## config.mk

```make
export PLATFORM = sky130hd
export DESIGN_NAME = instr_encode_queue_flat
export DESIGN_NICKNAME = d
export VERILOG_FILES = /design/src/rtl/instr_encode_queue_pkg.sv /design/src/rtl/instr_encode_queue_if.sv /design/src/rtl/instr_encode_queue_fifo.sv /design/src/rtl/instr_encode_queue.sv /design/src/flat_wrapper.sv
export SDC_FILE = /design/constraint.sdc
export NUM_CORES = 1
export LEC_CHECK = 0
export ABC_CLOCK_PERIOD_IN_PS = 6400
export BUFFER_PORTS_ARGS = -buffer_cell sky130_fd_sc_hd__buf_4
export CORE_UTILIZATION = 41
export DETAILED_ROUTE_END_ITERATION = 7
export MAX_ROUTING_LAYER = met4
export PLACE_DENSITY = 0.75
export REMOVE_ABC_BUFFERS = 1
export SLEW_MARGIN = 20
export SYNTH_ARGS = -nofsm -noshare
export SYNTH_HDL_FRONTEND = slang
export SYNTH_HIERARCHICAL = 1
export SYNTH_SLANG_ARGS = --single-unit
```

## constraint.sdc

```tcl
create_clock -name clk -period 6.4 [get_ports clk]
set_clock_uncertainty 0.15 [all_clocks]
set_input_delay 0.32 -clock clk [delete_from_list [all_inputs] [get_ports clk]]
set_output_delay 0.32 -clock clk [all_outputs]
set_load 0.005 [all_outputs]
```

## src/rtl/instr_encode_queue_pkg.sv

```systemverilog
// rtl/instr_encode_queue_pkg.sv - MIPS32 op list, field constants, request struct and encode/decode helpers
// INSTR_ENC_SELFCHECK_EN adds decode_word() used by the optional re-decode checker.
package instr_encode_queue_pkg;

    typedef enum logic [5:0] {
        OP_NOP, OP_SLL, OP_SRL, OP_SRA,
        OP_ADDU, OP_SUBU, OP_AND, OP_OR, OP_XOR, OP_NOR, OP_SLT, OP_SLTU,
        OP_JR, OP_SYSCALL, OP_BREAK, OP_BLTZ, OP_BGEZ, OP_J, OP_JAL,
        OP_BEQ, OP_BNE, OP_ADDIU, OP_SLTI, OP_ANDI, OP_ORI, OP_LUI,
        OP_LB, OP_LW, OP_SB, OP_SW, OP_MFC0, OP_MTC0, OP_ERET,
        OP_MUL, OP_MADD, OP_DECODE_ERROR
    } op_t;

    localparam logic [5:0] OPC_SPECIAL  = 6'h00;
    localparam logic [5:0] OPC_REGIMM   = 6'h01;
    localparam logic [5:0] OPC_J        = 6'h02;
    localparam logic [5:0] OPC_JAL      = 6'h03;
    localparam logic [5:0] OPC_BEQ      = 6'h04;
    localparam logic [5:0] OPC_BNE      = 6'h05;
    localparam logic [5:0] OPC_ADDIU    = 6'h09;
    localparam logic [5:0] OPC_SLTI     = 6'h0A;
    localparam logic [5:0] OPC_ANDI     = 6'h0C;
    localparam logic [5:0] OPC_ORI      = 6'h0D;
    localparam logic [5:0] OPC_LUI      = 6'h0F;
    localparam logic [5:0] OPC_COP0     = 6'h10;
    localparam logic [5:0] OPC_SPECIAL2 = 6'h1C;
    localparam logic [5:0] OPC_LB       = 6'h20;
    localparam logic [5:0] OPC_LW       = 6'h23;
    localparam logic [5:0] OPC_SB       = 6'h28;
    localparam logic [5:0] OPC_SW       = 6'h2B;

    localparam logic [5:0] FUNCT_SLL     = 6'h00;
    localparam logic [5:0] FUNCT_SRL     = 6'h02;
    localparam logic [5:0] FUNCT_SRA     = 6'h03;
    localparam logic [5:0] FUNCT_JR      = 6'h08;
    localparam logic [5:0] FUNCT_SYSCALL = 6'h0C;
    localparam logic [5:0] FUNCT_BREAK   = 6'h0D;
    localparam logic [5:0] FUNCT_ADDU    = 6'h21;
    localparam logic [5:0] FUNCT_SUBU    = 6'h23;
    localparam logic [5:0] FUNCT_AND     = 6'h24;
    localparam logic [5:0] FUNCT_OR      = 6'h25;
    localparam logic [5:0] FUNCT_XOR     = 6'h26;
    localparam logic [5:0] FUNCT_NOR     = 6'h27;
    localparam logic [5:0] FUNCT_SLT     = 6'h2A;
    localparam logic [5:0] FUNCT_SLTU    = 6'h2B;

    localparam logic [4:0] RI_BLTZ = 5'h00;
    localparam logic [4:0] RI_BGEZ = 5'h01;
    localparam logic [4:0] CP0_MF  = 5'h00;
    localparam logic [4:0] CP0_MT  = 5'h04;
    localparam logic [5:0] SP2_MADD = 6'h00;
    localparam logic [5:0] SP2_MUL  = 6'h02;

    localparam logic [31:0] ERET_WORD = 32'h42000018;

    typedef struct packed {
        op_t         op;
        logic [4:0]  rs;
        logic [4:0]  rt;
        logic [4:0]  rd;
        logic [4:0]  shamt;
        logic [15:0] imm;
        logic [25:0] target;
    } enc_req_t;

    function automatic logic [31:0] r_word(input logic [4:0] rs, input logic [4:0] rt,
                                           input logic [4:0] rd, input logic [4:0] sh,
                                           input logic [5:0] f);
        return {OPC_SPECIAL, rs, rt, rd, sh, f};
    endfunction

    function automatic logic [31:0] i_word(input logic [5:0] opc, input logic [4:0] rs,
                                           input logic [4:0] rt, input logic [15:0] imm);
        return {opc, rs, rt, imm};
    endfunction

    // Returns {legal, word}; fields an op does not use are passed as zero.
    function automatic logic [32:0] encode_req(input enc_req_t r);
        logic [31:0] w;
        logic        ok;
        w  = '0;
        ok = 1'b1;
        case (r.op)
            OP_NOP:     w = '0;
            OP_SLL:     w = r_word(5'd0, r.rt, r.rd, r.shamt, FUNCT_SLL);
            OP_SRL:     w = r_word(5'd0, r.rt, r.rd, r.shamt, FUNCT_SRL);
            OP_SRA:     w = r_word(5'd0, r.rt, r.rd, r.shamt, FUNCT_SRA);
            OP_ADDU:    w = r_word(r.rs, r.rt, r.rd, 5'd0, FUNCT_ADDU);
            OP_SUBU:    w = r_word(r.rs, r.rt, r.rd, 5'd0, FUNCT_SUBU);
            OP_AND:     w = r_word(r.rs, r.rt, r.rd, 5'd0, FUNCT_AND);
            OP_OR:      w = r_word(r.rs, r.rt, r.rd, 5'd0, FUNCT_OR);
            OP_XOR:     w = r_word(r.rs, r.rt, r.rd, 5'd0, FUNCT_XOR);
            OP_NOR:     w = r_word(r.rs, r.rt, r.rd, 5'd0, FUNCT_NOR);
            OP_SLT:     w = r_word(r.rs, r.rt, r.rd, 5'd0, FUNCT_SLT);
            OP_SLTU:    w = r_word(r.rs, r.rt, r.rd, 5'd0, FUNCT_SLTU);
            OP_JR:      w = r_word(r.rs, 5'd0, 5'd0, 5'd0, FUNCT_JR);
            OP_SYSCALL: w = {OPC_SPECIAL, r.target[19:0], FUNCT_SYSCALL};
            OP_BREAK:   w = {OPC_SPECIAL, r.target[19:0], FUNCT_BREAK};
            OP_BLTZ:    w = {OPC_REGIMM, r.rs, RI_BLTZ, r.imm};
            OP_BGEZ:    w = {OPC_REGIMM, r.rs, RI_BGEZ, r.imm};
            OP_J:       w = {OPC_J, r.target};
            OP_JAL:     w = {OPC_JAL, r.target};
            OP_BEQ:     w = i_word(OPC_BEQ, r.rs, r.rt, r.imm);
            OP_BNE:     w = i_word(OPC_BNE, r.rs, r.rt, r.imm);
            OP_ADDIU:   w = i_word(OPC_ADDIU, r.rs, r.rt, r.imm);
            OP_SLTI:    w = i_word(OPC_SLTI, r.rs, r.rt, r.imm);
            OP_ANDI:    w = i_word(OPC_ANDI, r.rs, r.rt, r.imm);
            OP_ORI:     w = i_word(OPC_ORI, r.rs, r.rt, r.imm);
            OP_LUI:     w = i_word(OPC_LUI, 5'd0, r.rt, r.imm);
            OP_LB:      w = i_word(OPC_LB, r.rs, r.rt, r.imm);
            OP_LW:      w = i_word(OPC_LW, r.rs, r.rt, r.imm);
            OP_SB:      w = i_word(OPC_SB, r.rs, r.rt, r.imm);
            OP_SW:      w = i_word(OPC_SW, r.rs, r.rt, r.imm);
            OP_MFC0:    w = {OPC_COP0, CP0_MF, r.rt, r.rd, 11'd0};
            OP_MTC0:    w = {OPC_COP0, CP0_MT, r.rt, r.rd, 11'd0};
            OP_ERET:    w = ERET_WORD;
            OP_MUL:     w = {OPC_SPECIAL2, r.rs, r.rt, r.rd, 5'd0, SP2_MUL};
            OP_MADD:    w = {OPC_SPECIAL2, r.rs, r.rt, 5'd0, 5'd0, SP2_MADD};
            default:    ok = 1'b0;
        endcase
        return {ok, w};
    endfunction

`ifdef INSTR_ENC_SELFCHECK_EN
    function automatic op_t decode_word(input logic [31:0] w);
        op_t op;
        op = OP_DECODE_ERROR;
        case (w[31:26])
            OPC_SPECIAL: begin
                case (w[5:0])
                    FUNCT_SLL:     op = (w == 32'h0) ? OP_NOP : OP_SLL;
                    FUNCT_SRL:     op = OP_SRL;
                    FUNCT_SRA:     op = OP_SRA;
                    FUNCT_JR:      op = OP_JR;
                    FUNCT_SYSCALL: op = OP_SYSCALL;
                    FUNCT_BREAK:   op = OP_BREAK;
                    FUNCT_ADDU:    op = OP_ADDU;
                    FUNCT_SUBU:    op = OP_SUBU;
                    FUNCT_AND:     op = OP_AND;
                    FUNCT_OR:      op = OP_OR;
                    FUNCT_XOR:     op = OP_XOR;
                    FUNCT_NOR:     op = OP_NOR;
                    FUNCT_SLT:     op = OP_SLT;
                    FUNCT_SLTU:    op = OP_SLTU;
                    default:       op = OP_DECODE_ERROR;
                endcase
            end
            OPC_REGIMM:   op = (w[20:16] == RI_BLTZ) ? OP_BLTZ :
                               (w[20:16] == RI_BGEZ) ? OP_BGEZ : OP_DECODE_ERROR;
            OPC_J:        op = OP_J;
            OPC_JAL:      op = OP_JAL;
            OPC_BEQ:      op = OP_BEQ;
            OPC_BNE:      op = OP_BNE;
            OPC_ADDIU:    op = OP_ADDIU;
            OPC_SLTI:     op = OP_SLTI;
            OPC_ANDI:     op = OP_ANDI;
            OPC_ORI:      op = OP_ORI;
            OPC_LUI:      op = OP_LUI;
            OPC_LB:       op = OP_LB;
            OPC_LW:       op = OP_LW;
            OPC_SB:       op = OP_SB;
            OPC_SW:       op = OP_SW;
            OPC_COP0:     op = (w == ERET_WORD)        ? OP_ERET :
                               (w[25:21] == CP0_MT)    ? OP_MTC0 :
                               (w[25:21] == CP0_MF)    ? OP_MFC0 : OP_DECODE_ERROR;
            OPC_SPECIAL2: op = (w[5:0] == SP2_MUL)  ? OP_MUL :
                               (w[5:0] == SP2_MADD) ? OP_MADD : OP_DECODE_ERROR;
            default:      op = OP_DECODE_ERROR;
        endcase
        return op;
    endfunction
`endif

endpackage

```

## src/rtl/instr_encode_queue_if.sv

```systemverilog
// rtl/instr_encode_queue_if.sv - request/response/status bundle between requester and encode queue
interface instr_encode_queue_if #(parameter int CNT_W = 16);
    import instr_encode_queue_pkg::*;

    logic             in_valid;
    logic             in_ready;
    op_t              in_op;
    logic [4:0]       in_rs;
    logic [4:0]       in_rt;
    logic [4:0]       in_rd;
    logic [4:0]       in_shamt;
    logic [15:0]      in_imm;
    logic [25:0]      in_target;
    logic             flush;
    logic             out_valid;
    logic             out_ready;
    logic [31:0]      out_instr;
    logic             err_pulse;
    logic             err_sticky;
    logic [CNT_W-1:0] enc_cnt;
    logic [CNT_W-1:0] ill_cnt;

    modport master (
        output in_valid, in_op, in_rs, in_rt, in_rd, in_shamt, in_imm, in_target, flush, out_ready,
        input  in_ready, out_valid, out_instr, err_pulse, err_sticky, enc_cnt, ill_cnt
    );

    modport slave (
        input  in_valid, in_op, in_rs, in_rt, in_rd, in_shamt, in_imm, in_target, flush, out_ready,
        output in_ready, out_valid, out_instr, err_pulse, err_sticky, enc_cnt, ill_cnt
    );
endinterface

```

## src/rtl/instr_encode_queue_fifo.sv

```systemverilog
// rtl/instr_encode_queue_fifo.sv - instr_encode_fifo: DEPTH-entry valid/ready FIFO with synchronous flush
module instr_encode_fifo #(
    parameter int DEPTH = 2,
    parameter int WIDTH = 32
) (
    input  logic             clk,
    input  logic             reset,
    input  logic             flush,
    input  logic             in_valid,
    output logic             in_ready,
    input  logic [WIDTH-1:0] in_data,
    output logic             out_valid,
    input  logic             out_ready,
    output logic [WIDTH-1:0] out_data
);
    localparam int AW = $clog2(DEPTH);
    localparam logic [AW:0] DEPTH_C = DEPTH[AW:0];

    logic [WIDTH-1:0] mem [DEPTH];
    logic [AW-1:0]    wr_ptr;
    logic [AW-1:0]    rd_ptr;
    logic [AW:0]      count;
    logic             do_push;
    logic             do_pop;

    // Readiness depends only on stored state, so a pop never opens a slot in the same cycle.
    assign in_ready  = (count < DEPTH_C) && !flush;
    assign out_valid = (count != '0);
    assign out_data  = out_valid ? mem[rd_ptr] : '0;
    assign do_push   = in_valid && in_ready;
    assign do_pop    = out_valid && out_ready && !flush;

    always_ff @(posedge clk) begin
        if (do_push) begin
            mem[wr_ptr] <= in_data;
        end
    end

    always_ff @(posedge clk or posedge reset) begin
        if (reset) begin
            wr_ptr <= '0;
            rd_ptr <= '0;
            count  <= '0;
        end else if (flush) begin
            wr_ptr <= '0;
            rd_ptr <= '0;
            count  <= '0;
        end else begin
            if (do_push) wr_ptr <= wr_ptr + 1'b1;
            if (do_pop)  rd_ptr <= rd_ptr + 1'b1;
            case ({do_push, do_pop})
                2'b10:   count <= count + 1'b1;
                2'b01:   count <= count - 1'b1;
                default: count <= count;
            endcase
        end
    end
endmodule

```

## src/rtl/instr_encode_queue.sv

```systemverilog
// rtl/instr_encode_queue.sv - encodes op/field requests into MIPS32 words and queues them for fetch injection
// INSTR_ENC_SELFCHECK_EN: re-decode every pushed word and flag mismatches on err_sticky.
module instr_encode_queue
    import instr_encode_queue_pkg::*;
#(
    parameter int DEPTH = 2,
    parameter int CNT_W = 16
) (
    input  logic                clk,
    input  logic                reset,
    instr_encode_queue_if.slave bus
);
    enc_req_t         req;
    logic [32:0]      enc;
    logic             fifo_in_ready;
    logic             accept;
    logic             push;
    logic             ill_acc;
    logic             err_set;
    logic             err_pulse_q;
    logic             err_sticky_q;
    logic [CNT_W-1:0] enc_cnt_q;
    logic [CNT_W-1:0] ill_cnt_q;

    assign req = '{op: bus.in_op, rs: bus.in_rs, rt: bus.in_rt, rd: bus.in_rd,
                   shamt: bus.in_shamt, imm: bus.in_imm, target: bus.in_target};
    assign enc = encode_req(req);

    // Illegal requests are consumed like legal ones but never reach the FIFO.
    assign accept  = bus.in_valid && fifo_in_ready;
    assign push    = accept && enc[32];
    assign ill_acc = accept && !enc[32];

    assign bus.in_ready = fifo_in_ready;

    instr_encode_fifo #(.DEPTH(DEPTH), .WIDTH(32)) u_fifo (
        .clk       (clk),
        .reset     (reset),
        .flush     (bus.flush),
        .in_valid  (push),
        .in_ready  (fifo_in_ready),
        .in_data   (enc[31:0]),
        .out_valid (bus.out_valid),
        .out_ready (bus.out_ready),
        .out_data  (bus.out_instr)
    );

`ifdef INSTR_ENC_SELFCHECK_EN
    logic chk_bad;
    // An all-zero word decodes as NOP, which is also a legitimate SLL $0,$0,0.
    assign chk_bad = push && (decode_word(enc[31:0]) != bus.in_op) && (enc[31:0] != 32'h0);
    assign err_set = ill_acc || chk_bad;

    always_ff @(posedge clk) begin
        if (chk_bad) begin
            $error("instr_encode_queue: re-decode of %h does not match requested op %0d",
                   enc[31:0], bus.in_op);
        end
    end
`else
    assign err_set = ill_acc;
`endif

    always_ff @(posedge clk or posedge reset) begin
        if (reset) begin
            err_pulse_q  <= 1'b0;
            err_sticky_q <= 1'b0;
            enc_cnt_q    <= '0;
            ill_cnt_q    <= '0;
        end else begin
            err_pulse_q <= ill_acc;
            if (bus.flush) begin
                err_sticky_q <= 1'b0;
            end else if (err_set) begin
                err_sticky_q <= 1'b1;
            end
            if (push && (enc_cnt_q != '1)) enc_cnt_q <= enc_cnt_q + 1'b1;
            if (ill_acc && (ill_cnt_q != '1)) ill_cnt_q <= ill_cnt_q + 1'b1;
        end
    end

    assign bus.err_pulse  = err_pulse_q;
    assign bus.err_sticky = err_sticky_q;
    assign bus.enc_cnt    = enc_cnt_q;
    assign bus.ill_cnt    = ill_cnt_q;
endmodule

```

## src/flat_wrapper.sv

```systemverilog
// flat-port wrapper written by rule: the top's interface ports become plain ports
module instr_encode_queue_flat import instr_encode_queue_pkg::*;
#(
    parameter int DEPTH = 2,
    parameter int CNT_W = 16
)
  (clk, reset, bus_in_valid, bus_in_op, bus_in_rs, bus_in_rt, bus_in_rd, bus_in_shamt, bus_in_imm, bus_in_target, bus_flush, bus_out_ready, bus_in_ready, bus_out_valid, bus_out_instr, bus_err_pulse, bus_err_sticky, bus_enc_cnt, bus_ill_cnt);
  instr_encode_queue_if #(.CNT_W(CNT_W)) bus_i ();
  input  logic clk;
  input  logic reset;
  input wire logic [$bits(bus_i.in_valid)-1:0] bus_in_valid;
  input wire logic [$bits(bus_i.in_op)-1:0] bus_in_op;
  input wire logic [$bits(bus_i.in_rs)-1:0] bus_in_rs;
  input wire logic [$bits(bus_i.in_rt)-1:0] bus_in_rt;
  input wire logic [$bits(bus_i.in_rd)-1:0] bus_in_rd;
  input wire logic [$bits(bus_i.in_shamt)-1:0] bus_in_shamt;
  input wire logic [$bits(bus_i.in_imm)-1:0] bus_in_imm;
  input wire logic [$bits(bus_i.in_target)-1:0] bus_in_target;
  input wire logic [$bits(bus_i.flush)-1:0] bus_flush;
  input wire logic [$bits(bus_i.out_ready)-1:0] bus_out_ready;
  output wire logic [$bits(bus_i.in_ready)-1:0] bus_in_ready;
  output wire logic [$bits(bus_i.out_valid)-1:0] bus_out_valid;
  output wire logic [$bits(bus_i.out_instr)-1:0] bus_out_instr;
  output wire logic [$bits(bus_i.err_pulse)-1:0] bus_err_pulse;
  output wire logic [$bits(bus_i.err_sticky)-1:0] bus_err_sticky;
  output wire logic [$bits(bus_i.enc_cnt)-1:0] bus_enc_cnt;
  output wire logic [$bits(bus_i.ill_cnt)-1:0] bus_ill_cnt;
  assign bus_i.in_valid = bus_in_valid;
  assign bus_i.in_op = bus_in_op;
  assign bus_i.in_rs = bus_in_rs;
  assign bus_i.in_rt = bus_in_rt;
  assign bus_i.in_rd = bus_in_rd;
  assign bus_i.in_shamt = bus_in_shamt;
  assign bus_i.in_imm = bus_in_imm;
  assign bus_i.in_target = bus_in_target;
  assign bus_i.flush = bus_flush;
  assign bus_i.out_ready = bus_out_ready;
  assign bus_in_ready = bus_i.in_ready;
  assign bus_out_valid = bus_i.out_valid;
  assign bus_out_instr = bus_i.out_instr;
  assign bus_err_pulse = bus_i.err_pulse;
  assign bus_err_sticky = bus_i.err_sticky;
  assign bus_enc_cnt = bus_i.enc_cnt;
  assign bus_ill_cnt = bus_i.ill_cnt;
  instr_encode_queue #(.DEPTH(DEPTH), .CNT_W(CNT_W)) u_core (.clk(clk), .reset(reset), .bus(bus_i));
endmodule
```

==> flow_summary.ini, run 1 <==
[clocking]
clkSinkCount = 102
cts-root-buf = clkbuf_16
clk_latency_ps = 340
cts.hold.buffers_added = 1
post_cts_resized = 0
htree_levels = 3
cts_tree = done
cts.clk_slew.worst_paths_ps = 70
postCtsSetupRepairBufs = 0
cts_buffers = 9
ctsLongestPathBuffers = 2

[placed_design]
place_inst = 758
portBuffers = 140
dpl_cell_area_um2 = 6470
hpwl_um = 10000
gp_congestion = 0.875

[final_layout]
postLayoutCellArea_um2 = 6760
area_delta_synth_final_pct = 28.4
antenna_cells = 0
drive_gt1_frac = 0.292
stdcell_count = 775
fillers = 1128
nets = 673

[routing]
drt-pass1-iter-count = 5
ant_nets = 0
totalWireLength_um = 13900
num_vias = 4350
viasPerCell = 5.61
drt-initial-drc-count = 410
remaining_drc_errors = 0
wl_per_cell_um = 17.9

[global_route]
grt_first_pass_wirelength_um = 21000
grt_max_degree = 35
gr-total-overflow = 0
grtUsageTotal = 0.213
grt_pass1_vias = 4145
antenna_found_initial = 0

[floorplan]
start_util = 0.419
die_w_um = 115
rows = 41
core_um2 = 12600
die_h_um = 115
io_pins = 141
dieArea_um2 = 13300

[yosys]
ys_seq_elements = 102
synth_top_area_share = 0.365
synthTopCellsByArea = edfxtp_1 (37%), dfrtp_1 (18%), mux2i_1 (6.3%), xnor2_1 (3.5%), nor2_1 (3.1%)
yosysMostFrequentCell = edfxtp_1
synth_cells = 466
synth_edf_count = 64
async_flop_share = 0.373
syn_area_um2 = 5270
synth_common_cells = edfxtp_1 (64), nor2_1 (44), dfrtp_1 (38)
synth-seq-area-share = 0.546
synth_area_per_cell_um2 = 11.3
yosys_warnings = 6
synth-main-ff-cell = edfxtp_1
ys_types = 56
yosysTopAreaCell = edfxtp_1

[timing]
hold_violations = 0
slew_headroom = 0.304
setup_viol = 0
worst_slew_pin_slew_ps = 1040
rsz0062_at_grt = false
slew_violations = 0
tns_ps = 0
fmax_mhz = 412
whs_ps = 53.4
finalCriticalPeriod_ps = 2430
post-route-period-util = 0.379

[setup_path]
crit_path_end_kind = primary output
worstPathRequired_ps = 5930
crit_fanout = 33
arrival_ps = 1960
critical_path_class = reg -> out
critPathLaunchType = flip-flop

[power_and_ir_drop]
power_leakage_nw = 2.80
power_per_cell_area_nw_per_um2 = 232
ir_worst_vdd_v = 0.000245

[min_path]
hp-class = in -> reg

[flow_run]
maxCapViolations = 0

[outcome]
status = complete, no violations
==> kinds of logic after synthesis <==
kind of cell / Yosys count / synth area share
XOR/XNOR: 32 / 0.0532
multiplexers: 36 / 0.0692
AND/OR/NAND/NOR: 147 / 0.145
buffers and inverters: 49 / 0.0430
flip-flops: 102 / 0.546
adder cells (fa/ha/maj): 3 / 0.00665
AO/OA/AOI/OAI: 97 / 0.137
==> through the flow <==
stage          power [mW]  worst slack [ps]  utilization
6_report             1.57              3970        0.538
5_1_grt              1.64              3870        0.538
4_1_cts              1.58              3970        0.538
3_5_place_dp         1.06              3730        0.515
3_3_place_gp         1.05              3820        0.515
2_1_floorplan       0.908              2190            -
==> power by group <==
part           switching (mW)  internal, mW  total, mW  leakage, nW
Sequential             0.0497         0.741      0.791         1.10
Combinational           0.120         0.134      0.254         1.55
Clock                   0.237         0.289      0.527        0.142
Total                   0.407          1.16       1.57         2.80
==> registers in the layout, indices dropped and copies added (netlist names) <==
| signal | cells |
|---|---|
| u_core/u_fifo/mem | 64 |
| u_core/bus.ill_cnt | 16 |
| u_core/bus.err_sticky | 1 |
| u_core/bus.err_pulse | 1 |
| u_core/u_fifo/rd_ptr | 1 |
| u_core/bus.enc_cnt | 16 |
| u_core/u_fifo/count | 2 |
| u_core/u_fifo/wr_ptr | 1 |
==> cell type report <==
type	instances	area [um^2]	area share
tap	172	215	0.0318
clock buffer	12	258	0.0381
clock inverter	4	27.5	0.00407
inverter	22	82.6	0.0122
timing repair buffer	148	1110	0.165
sequential	102	2870	0.425
multi-input combinational	315	2190	0.324
==> layout by cell type, fill, tap and decap left out, types with 3 or more instances in the layout <==
cell type / netlist / layout
mux2i_1: 33 / 33
and4_1: 5 / 5
nor4_1: 5 / 5
nand2b_1: 7 / 7
nor3_1: 9 / 7
a22oi_1: 7 / 7
nor2b_1: 8 / 8
mux2_2: 3 / 3
nor2_1: 44 / 43
xnor2_1: 21 / 21
a22o_1: 10 / 10
o32ai_1: 3 / 3
dfrtp_1: 38 / 37
buf_4: 5 / 147
edfxtp_1: 64 / 64
and2_1: 6 / 6
a21oi_1: 19 / 19
clkbuf_16: 0 / 10
nand3_1: 14 / 14
xor2_1: 11 / 11
a221o_1: 16 / 16
inv_1: 22 / 22
and3_1: 9 / 9
o21ai_0: 20 / 20
nand2_1: 17 / 17
nand4_1: 15 / 15
==> worst paths after layout <==
| check | from | to | slack, ps | depth (start not counted) |
|---|---|---|---|---|
| setup / recovery | u_core/u_fifo/rd_ptr$_DFFE_PP0P_ | bus_out_instr[4] | 3970 | 3 |
| hold / removal | bus_flush | u_core/u_fifo/count[0]$_DFFE_PP0P_ | 50 | 2 |
| setup reg to reg | u_core/u_fifo/count[1]$_DFFE_PP0P_ | u_core/u_fifo/mem[1][27]$_DFFE_PP_ | 4010 | 7 |
| hold reg to reg | u_core/bus.enc_cnt[10]$_DFFE_PP0P_ | u_core/bus.enc_cnt[10]$_DFFE_PP0P_ | 350 | 1 |
| max in group asynchronous | reset | u_core/bus.ill_cnt[14]$_DFFE_PP0P_ | 5300 | 4 |
| min in group asynchronous | reset | u_core/u_fifo/wr_ptr$_DFFE_PP0P_ | 290 | 3 |
==> worst max-delay path: stages, from the launching register on <==
cell and delay [ps]:
dfrtp_2 1050, mux2i_1 310, nor2_1 90, buf_4 150
==> routing by layer <==
| metal | track usage | share of wire | vias to the layer above |
|---|---|---|---|
| met5 | - | 0 | - |
| met3 | 0.0474 | 0.088 | 26 |
| met2 | 0.327 | 0.46 | 227 |
| met4 | 0.0909 | 0.024 | 0 |
| met1 | 0.271 | 0.42 | 2096 |
| li1 | - | - | 2001 |
Power figures use the tool's default switching activity.
==> run 2, diff against run 1 <==
--- a/config.mk
+++ b/config.mk
@@ -5,12 +5,13 @@
 export SDC_FILE = /design/constraint.sdc
 export NUM_CORES = 1
 export LEC_CHECK = 0
-export ABC_CLOCK_PERIOD_IN_PS = 6400
+export ABC_AREA = 1
+export ABC_CLOCK_PERIOD_IN_PS = 2300
 export BUFFER_PORTS_ARGS = -buffer_cell sky130_fd_sc_hd__buf_4
 export CORE_UTILIZATION = 41
 export DETAILED_ROUTE_END_ITERATION = 7
 export MAX_ROUTING_LAYER = met4
-export PLACE_DENSITY = 0.75
+export PLACE_DENSITY = 0.74
 export REMOVE_ABC_BUFFERS = 1
 export SLEW_MARGIN = 20
 export SYNTH_ARGS = -nofsm -noshare
==> constraint.sdc (replaced) <==
create_clock -name clk -period 2.3 [get_ports clk]
set_clock_uncertainty 0.15 [all_clocks]
set_input_delay 0.115 -clock clk [delete_from_list [all_inputs] [get_ports clk]]
set_output_delay 0.115 -clock clk [all_outputs]
set_load 0.005 [all_outputs]
==> run 2 against run 1 <==
Against the previous run: sequential power rose to 2.7 times the previous value; via count up 34%; sequential cell count unchanged; design area up 21%; worst hold slack worse by 49 ps.
==> flow_summary.ini, run 2 <==
[yosys]
synthSimpleGateAreaFrac = 0.335
synth-seq-area-share = 0.501
synthTopCellsByArea = edfxtp_1 (33%), dfrtp_1 (17%), nand2_1 (16%), nand3_1 (6.0%), nand4_1 (3.4%)
synth_top_family_by_area = simple AND/OR/NAND/NOR gates
synth_common_cells = nand2_1 (251), nand3_1 (69), edfxtp_1 (64)
yosys_warnings = 6
synth_area_per_cell_um2 = 8.31
synth_top_area_share = 0.335
yosysTopAreaCell = edfxtp_1
ys_types = 36
synth-xor-area-share = 0.0366
synth_cells = 691
synth_compound_area_frac = 0.0647
synth_fa_ha_area_frac = 0.00436
async_flop_share = 0.373
muxShareOfSynthArea = 0
synth_edf_count = 64
ys_seq_elements = 102
synth-main-ff-cell = edfxtp_1
syn_area_um2 = 5740
yosysMostFrequentCell = nand2_1

[final_layout]
largest_reg_flops = 64
fillers = 1139
antenna_cells = 0
top_register = u_core/u_fifo/mem
drive_gt1_frac = 0.263
nets = 1005
area_delta_synth_final_pct = 42.9
mostFrequentLayoutCell = nand2_1
postLayoutCellArea_um2 = 8200
mostFrequentLayoutCells = nand2_1 (251), buf_4 (193), nand3_1 (68)
stdcell_count = 1111
seq_area_um2 = 2870
multi_input_area_um2 = 2580

[power_and_ir_drop]
power_per_cell_area_nw_per_um2 = 558
ir_worst_vdd_v = 0.000381
power_leakage_nw = 3.94

[routing]
viasPerCell = 5.23
remaining_drc_errors = 0
ant_nets = 0
wl_per_cell_um = 15.4
totalWireLength_um = 17100
drt-pass1-iter-count = 5
num_vias = 5808
drt-initial-drc-count = 519

[floorplan]
io_pins = 141
dieArea_um2 = 14500
rows = 42
die_w_um = 120
start_util = 0.427
core_um2 = 13500
die_h_um = 120

[timing]
fmax_mhz = 441
worst_slew_pin_slew_ps = 578
rsz0062_at_grt = true
whs_ps = 4.50
slew_headroom = 0.613
hold_violations = 0
slew_violations = 0
worst_slack_ps = 33.3
finalCriticalPeriod_ps = 2270
post-route-period-util = 0.986
setup_viol = 0

[placed_design]
place_inst = 1035
gp_congestion = 0.969
dpl_cell_area_um2 = 7300
hpwl_um = 11300
portBuffers = 140
pre_cts_slack_ps = -105

[clocking]
htree_levels = 3
cts.clk_slew.worst_paths_ps = 60
cts_buffers = 9
clkSinkCount = 102
ctsLongestPathBuffers = 2
cts_tree = done
clk_latency_ps = 350
cts-root-buf = clkbuf_16

[setup_path]
r2r-start = u_core/bus.enc_cnt[1]$_DFFE_PP0P_
critPathLaunchType = input pin
critPathMaxStageDelay_ps = 590
cp_top_family = buffers and inverters
critical_path_class = in -> reg
rr_worst_depth = 11
reg2reg_slack_ps = 240
critPathBufInv = 5
worstPathRequired_ps = 2230
arrival_ps = 2200
path_cells = buf_4 -> nand2_2 -> clkinvlp_4 -> nand3_1 -> nand2_1 -> buf_4 -> nor3_4 -> nand4_1 -> buf_4 -> nand2_1 -> nand2_1 -> dlygate4sd3_1
slowest_stage = dlygate4sd3_1
r2r-end = u_core/bus.enc_cnt[12]$_DFFE_PP0P_
crit_path_end_kind = flip-flop
crit_fanout = 7

[global_route]
antenna_found_initial = 0
grtUsageTotal = 0.243
grt_max_degree = 35
grt_first_pass_wirelength_um = 26900
gr-total-overflow = 0
grt_pass1_vias = 5587

[min_path]
hp-class = in -> reg
holdPathEnd = u_core/u_fifo/mem[0][10]$_DFFE_PP_
hp-start = bus_in_imm[10]
min_path_cells = 3

[flow_run]
maxCapViolations = 0

[outcome]
status = complete, no violations
==> run 2: cells by family after synthesis <==
| logic type | count (synthesis) |
|---|---|
| xor gates and xnor gates | 24 |
| adders and majority gates | 2 |
| buffers and inverters | 74 |
| and+or+nand+nor | 427 |
| AOI/OAI and AO/OA | 62 |
| DFF | 102 |
==> run 2: per-layer routing <==
| metal | vias to the layer above | global-route usage | share of wire |
|---|---|---|---|
| li1 | 2819 | - | - |
| met1 | 2762 | 0.311 | 0.43 |
| met2 | 200 | 0.397 | 0.50 |
| met3 | 27 | 0.0325 | 0.053 |
| met4 | 0 | 0.0849 | 0.019 |
| met5 | - | - | 0 |
==> run 2: final cells by class <==
class	count	area share
flip-flops and latches	102	0.350
repair buffers	253	0.254
multi-input cells	516	0.314
clock inverters	5	0.00427
inverters	48	0.0224
well taps	176	0.0268
clock buffers	11	0.0284
==> run 2: worst max-delay path by stage <==
stage / start / end / slack (ps) / cells after the start
6_report: bus_in_op[0] / u_core/u_fifo/mem[0][21]$_DFFE_PP_ / 30 / 12
5_1_grt: bus_in_op[0] / u_core/u_fifo/mem[1][21]$_DFFE_PP_ / -50 / 11
3_5_place_dp: bus_in_op[5] / u_core/u_fifo/mem[0][1]$_DFFE_PP_ / -100 / 13
2_1_floorplan: bus_in_op[4] / u_core/u_fifo/mem[1][0]$_DFFE_PP_ / -1460 / 12
3_3_place_gp: bus_in_op[5] / u_core/u_fifo/mem[0][0]$_DFFE_PP_ / -20 / 13
4_1_cts: bus_in_op[0] / u_core/u_fifo/mem[0][24]$_DFFE_PP_ / 30 / 12
==> run 2: power by group <==
part           total (mW)  internal [mW]  switching (mW)
logic                1.06          0.520           0.545
registers            2.14           2.06          0.0742
clock network        1.38          0.736           0.643
==> run 2: what timing repair did <==
item | in CTS | in global routing
endpoints found under the setup margin | 0 | 39
gates resized for setup | 0 | 10
hold buffers | 56 | 0
hold endpoints to repair | 93 | 0
setup buffers | 0 | 3
==> run 2: worst reg2reg max path: cells and delay by family (launching register included) <==
| family | cells | cell delay (ps) |
|---|---|---|
| AND/OR/NAND/NOR | 7 | 780 |
| flip-flops | 1 | 410 |
| buffers and inverters | 3 | 390 |
| adder cells (fa/ha/maj) | 1 | 220 |
==> run 2: stage by stage <==
step	power (mW)	util	setup TNS, ps
final	4.58	0.610	0
after global routing	4.79	0.610	-223
after CTS	4.57	0.604	0
after detailed placement	3.09	0.543	-6340
after global placement	3.08	0.543	-945
after floorplan	2.58	-	-93420
